$ cat src/rtl/result_collector.sv
// Four-lane result collector: per-lane hold registers, round-robin arbitration into a
// first-word-fall-through output queue, with sticky per-lane overflow and a delivery counter.
module result_collector #(
    parameter int DATA_W = 8,
    parameter int DEPTH  = 8
) (
    input  logic                      clk,
    input  logic                      rst,
    input  logic [4*DATA_W-1:0]       res_in,
    input  logic [3:0]                res_vld,
    output logic [3:0]                res_ack,
    output logic [DATA_W-1:0]         out_data,
    output logic [1:0]                out_core,
    output logic                      out_vld,
    input  logic                      out_rdy,
    output logic [$clog2(DEPTH):0]    fifo_count,
    output logic [3:0]                ovf,
    output logic [15:0]               delivered
);

    localparam int PW = $clog2(DEPTH);
    localparam int CW = PW + 1;

    logic [DATA_W-1:0] hold_q [4];
    logic [3:0]        hold_full_q;
    logic [1:0]        rr_ptr_q;
    logic [DATA_W+1:0] mem [DEPTH];
    logic [PW-1:0]     wr_ptr_q, rd_ptr_q;
    logic [CW-1:0]     count_q;
    logic [3:0]        ovf_q;
    logic [15:0]       delivered_q;

    logic [3:0] grant;
    logic [1:0] grant_lane;
    logic [1:0] lane;
    logic       push, pop;

    // Scan from the farthest offset down so the lane nearest rr_ptr wins.
    always_comb begin
        grant_lane = '0;
        push       = 1'b0;
        lane       = '0;
        if (count_q < CW'(DEPTH)) begin
            for (int i = 3; i >= 0; i--) begin
                lane = rr_ptr_q + 2'(i);
                if (hold_full_q[lane]) begin
                    grant_lane = lane;
                    push       = 1'b1;
                end
            end
        end
        grant = push ? (4'b0001 << grant_lane) : 4'b0000;
    end

    assign res_ack    = rst ? 4'b0000 : (res_vld & (~hold_full_q | grant));
    assign out_vld    = (count_q != '0);
    assign pop        = out_vld & out_rdy;
    assign out_data   = out_vld ? mem[rd_ptr_q][DATA_W-1:0] : '0;
    assign out_core   = out_vld ? mem[rd_ptr_q][DATA_W+1:DATA_W] : '0;
    assign fifo_count = count_q;
    assign ovf        = ovf_q;
    assign delivered  = delivered_q;

    always_ff @(posedge clk or posedge rst) begin
        if (rst) begin
            for (int k = 0; k < 4; k++) hold_q[k] <= '0;
            hold_full_q <= '0;
            rr_ptr_q    <= '0;
            wr_ptr_q    <= '0;
            rd_ptr_q    <= '0;
            count_q     <= '0;
            ovf_q       <= '0;
            delivered_q <= '0;
        end else begin
            for (int k = 0; k < 4; k++) begin
                if (res_ack[k]) begin
                    hold_q[k]      <= res_in[k*DATA_W +: DATA_W];
                    hold_full_q[k] <= 1'b1;
                end else if (grant[k]) begin
                    hold_full_q[k] <= 1'b0;
                end
            end
            ovf_q <= ovf_q | (res_vld & ~res_ack);
            if (push) begin
                wr_ptr_q <= wr_ptr_q + PW'(1);
                rr_ptr_q <= grant_lane + 2'd1;
            end
            if (pop) begin
                rd_ptr_q    <= rd_ptr_q + PW'(1);
                delivered_q <= delivered_q + 16'd1;
            end
            case ({push, pop})
                2'b10:   count_q <= count_q + CW'(1);
                2'b01:   count_q <= count_q - CW'(1);
                default: count_q <= count_q;
            endcase
        end
    end

    // Queue storage needs no reset; entries are only visible through count_q.
    always_ff @(posedge clk) begin
        if (push) mem[wr_ptr_q] <= {grant_lane, hold_q[grant_lane]};
    end

endmodule

$ cat config.mk
export PLATFORM = sky130hd
export DESIGN_NAME = result_collector
export DESIGN_NICKNAME = d
export VERILOG_FILES = /design/src/rtl/result_collector.sv
export SDC_FILE = /design/constraint.sdc
export NUM_CORES = 1
export LEC_CHECK = 0
export CAP_MARGIN = 25
export CORE_MARGIN = 2
export CORE_UTILIZATION = 45
export DETAILED_ROUTE_END_ITERATION = 6
export PLACE_DENSITY = 0.67
export SLEW_MARGIN = 10
export SYNTH_ARGS = -nofsm -noshare
export SYNTH_HDL_FRONTEND = slang
export SYNTH_SLANG_ARGS = --single-unit
$ cat constraint.sdc
create_clock -name clk -period 7.01 [get_ports clk]
set_input_delay 1.402 -clock clk [delete_from_list [all_inputs] [get_ports clk]]
set_output_delay 1.402 -clock clk [all_outputs]
set_load 0.005 [all_outputs]
==> flow_results.org <==
** Logic synthesis
- Area share of the leading cell type in the synthesized netlist :: 0.384
- Of the total synthesized cell area, the portion taken by AND, OR, NAND and NOR gates is 0.0746.
- EDFF count, synth :: 80
- By area, the combinational part of the netlist is dominated by multiplexers.
- The synthesized netlist contains 36 unique library cells.
- After synthesis the netlist holds a flip-flop and latch count of approximately 150.
- Post-synthesis instance area :: around 6300 sq um
- Share of synthesized area occupied by flip-flops and latches :: 0.656
- Share of flip-flops with an asynchronous set or reset after synthesis :: 0.459
- Of the total synthesized cell area, the portion taken by full adders, half adders and majority gates is 0.0232.
- Top cells by area in the synthesized netlist :: sky130_fd_sc_hd__edfxtp_1 38%, sky130_fd_sc_hd__dfrtp_1 27%, sky130_fd_sc_hd__mux4_2 7.2%
- Synthesized instance count :: 411
- Nets in the synthesized netlist :: 461
- Xor-xnor portion of the synthesized cell area :: 0.0322
- Yosys instantiated no cell more often than sky130_fd_sc_hd__edfxtp_1.
- Average instance area after synthesis :: 15.2 sq um
- Of all cell types, the one taking the most synthesized area is sky130_fd_sc_hd__edfxtp_1.
- Compound-Gate Fraction of Synth Area :: 0.0396
- Share of cell area taken by muxes after synthesis :: 0.152
- The Yosys step of the flow raised 0 warnings.
- Most used flip-flop cell after synthesis :: sky130_fd_sc_hd__edfxtp_1
- Top cell types by occurrence after synthesis :: 80 x sky130_fd_sc_hd__edfxtp_1, 68 x sky130_fd_sc_hd__dfrtp_1, 41 x sky130_fd_sc_hd__nand2_1

** Clock tree
- Root buffer cell :: sky130_fd_sc_hd__clkbuf_16
- Clock tree synthesis inserted a total of 17 buffers.
- Sink Count :: 148
- CTS tree :: yes
- Later-pin clock latency in the skew report :: 0.42 ns
- Post_cts resized :: 0
- Clock transition at path regs :: approximately 0.060 ns
- In this run the post-CTS setup repair buffer count came out at 0.
- Buffers inserted to repair hold after CTS numbered 0.
- The H-tree was split into 4 levels.
- In this run the deepest clock path goes through 2 buffers.

** Status
- Status :: complete, no violations

** Global route
- For this run the aggregate overflow at the end of global routing stands at 0.
- Pin count of the biggest net entering global routing :: 49
- The initial antenna violation count was 0.
- Across every metal layer, demand over resource in global routing totals 0.185.
- The first global-routing pass estimated roughly 20000 um of wire.
- The number of global-route vias before repair was 3707.

** Worst setup path
- The critical path is of the reg -> out type.
- The startpoint identified for the worst register-to-register timing path is hold_full_q[0].
- Source of the critical timing path :: hold_full_q[0]
- STA classifies the critical path endpoint as an output port.
- At the worst endpoint, the required time is 5.61 ns.
- Crit-path max FO :: 27
- On the critical path, the stage with the largest delay is an instance of sky130_fd_sc_hd__nor3_4.
- Length in cells of the worst reg-to-reg path :: 9
- Data on the critical path arrives at its endpoint at approximately 3.5 ns.
- Largest stage delay on the critical path :: 0.74 ns
- Across all register-to-register paths, the minimum setup slack is 3.97 ns.
- Crit. path cell count :: 9
- The kind of cell with the highest combined delay along the critical path is simple AND/OR/NAND/NOR gates.
- Terminus of the critical flop-to-flop path :: hold_q[22]
- Crit start category :: flip-flop
- Total buffers and inverters traversed by the critical path :: 3
- Traced cell by cell, the critical path runs through o211ai_1 > a21oi_1 > nor3_4 > inv_2 > ha_1 > inv_1 > o21ai_0 > and3_1 > clkdlybuf4s50_1.
- In this run the worst setup path terminates at res_ack[1].

** Timing
- Hold violation total from the final report :: 0
- Headroom to the max-slew limit came out at 0.315.
- Sum of negative setup slack :: 0 ns
- At the pin with the least slew margin, the transition time is between 1 and 1.5 ns.
- Setup Skew :: 0.00487 ns
- Of the available clock period, the critical path in the final layout requires 0.703.
- Final worst path period need :: 4.93 ns
- Final setup viols :: 0
- Final max-slew violation count :: 0
- Setup slack on the critical path of the routed design comes to 2.08 ns.
- Setup repair after global routing missed its margin :: false
- Derived from the worst setup path, the maximum achievable clock frequency is 203 MHz.

** Finish
- Final cell count without fillers :: ~690
- Final antenna diode count :: 0
- Relative to the synthesized area, the layout overhead comes to 25.9%.
- Non-Filler Cell Area, Final :: 7870 sq um
- Fill cells in the final layout number 1106.
- Of the cells placed in the final design, the portion with a size suffix greater than 1 is 0.204.
- In the final design database the tool counted roughly 550 nets.
- Share of the core filled with cells :: 0.574

** Floorplanning
- Effective utilization at floorplan :: 0.456
- The die is about 120 um wide.
- I/O pin count :: 78
- Die Ht :: 122 um
- The core region is 13700 sq um.
- The die covers ~15000 sq um.
- Placement Rows :: 43

** Detailed routing
- The first detailed-routing pass ran for 4 iterations.
- In this run the remaining antenna-violating nets after routing total 0.
- Dividing the detail-routed wire length by the instance count gives 17.8 um.
- In this run, the number of DRC markers left after iteration 0 of detailed routing was approximately 280.
- Total vias in the final route :: approximately 3.6k
- Number of remaining DRC errors :: 0
- After detailed routing, the total wire length is 12300 um.
- Via density :: 5.19

** Pwr
- Power spread over the standard cell area amounts to 481 nW/um^2.
- Worst ir drop on vdd :: 0.000248 V
- Reported leakage power :: 3.04 nW

** Placed design
- Number of instances in the placed design :: about 660
- Placed inst area :: 7250 sq um
- At the end of routability-driven placement, the weighted congestion stood at approximately 0.75.
- Quantity of I/O buffers inserted on ports :: 77
- The HPWL after detailed placement is 8500 um.
- Setup Slack @ Placement :: 2.10 ns

** Min path
- Class of the worst hold path :: reg -> reg

** Run
- Max capacitance violation total :: 0
worst min-delay path by stage:
stage | from | to | cells after the start
after global placement | delivered[15] | delivered[15] | 1
after global routing | ovf[3] | ovf[3] | 1
final | delivered[15] | delivered[15] | 1
after CTS | ovf[3] | ovf[3] | 1
after floorplan | ovf[0] | ovf[0] | 1
after detailed placement | ovf[3] | ovf[3] | 1
report_power, final:
part / internal (mW) / switching [mW]
logic: 0.642 / 0.648
clock network: 0.551 / 0.333
registers: 1.39 / 0.227
total: 2.58 / 1.21
state kept, by name, summed over array words and instances (netlist names):
register and flops:
delivered 16, fifo_count 4, mem 80, rr_ptr_q 2
rd_ptr_q 3, wr_ptr_q 3, hold_q 32, hold_full_q 4
ovf 4
cell type report:
class | instances | area, sq um | area share
Sequential cell | 148 | 4100 | 0.521
Clock inverter | 13 | 140 | 0.0178
Clock buffer | 19 | 433 | 0.0550
Timing Repair Buffer | 86 | 853 | 0.108
Multi-Input combinational cell | 230 | 2050 | 0.260
Inverter | 18 | 67.6 | 0.00858
Tap cell | 180 | 225 | 0.0286
cell usage in the layout (no fill, tap or decap), types with 2 or more instances in the layout:
master                            instances
sky130_fd_sc_hd__xor2_1                   8
sky130_fd_sc_hd__dfrtp_1                 68
sky130_fd_sc_hd__clkinvlp_4               2
sky130_fd_sc_hd__buf_6                    4
sky130_fd_sc_hd__o21bai_1                 4
sky130_fd_sc_hd__nor3_2                   3
sky130_fd_sc_hd__clkinv_1                 4
sky130_fd_sc_hd__nand2_1                 41
sky130_fd_sc_hd__edfxtp_1                80
sky130_fd_sc_hd__clkdlybuf4s50_1         77
sky130_fd_sc_hd__xnor2_1                 15
sky130_fd_sc_hd__ha_1                    10
sky130_fd_sc_hd__a21oi_1                 12
sky130_fd_sc_hd__mux4_2                  20
sky130_fd_sc_hd__nor3b_2                  4
sky130_fd_sc_hd__inv_1                   15
sky130_fd_sc_hd__nand2b_1                 2
sky130_fd_sc_hd__clkbuf_16               17
sky130_fd_sc_hd__o21ai_0                  9
sky130_fd_sc_hd__inv_2                    3
sky130_fd_sc_hd__nor2_1                  21
sky130_fd_sc_hd__clkinv_2                 4
sky130_fd_sc_hd__and3_1                   8
sky130_fd_sc_hd__mux2_2                  34
sky130_fd_sc_hd__nand3_1                  7
sky130_fd_sc_hd__bufinv_16                3
sky130_fd_sc_hd__mux2i_1                 12
sky130_fd_sc_hd__a32oi_1                  8
sky130_fd_sc_hd__clkbuf_1                 2
sky130_fd_sc_hd__buf_4                    4
per-layer routing:
metal / routed length (um) / part of all wire / track usage
met1: 5660 / 0.46 / 0.252
met3: 420 / 0.034 / 0.0435
met2: 6030 / 0.49 / 0.289
met5: 0 / 0 / 0
met4: 233 / 0.019 / 0.0754
logic make-up (layout without fill, tap and decap cells):
logic type / Yosys count / count (layout)
xor gates and xnor gates: 23 / 23
and+or+nand+nor: 94 / 94
adders and majority gates: 11 / 11
buffers and inverters: 33 / 136
AOI/OAI and AO/OA: 36 / 36
muxes: 66 / 66
DFF: 148 / 148
through the flow:
stage	hold slack, ns	power [mW]
2_1_floorplan	0.468	2.40
3_3_place_gp	0.461	2.85
3_5_place_dp	0.472	2.93
4_1_cts	0.485	3.82
5_1_grt	0.499	4.04
6_report	0.478	3.79
No activity file was read; power rests on OpenSTA's default activity.
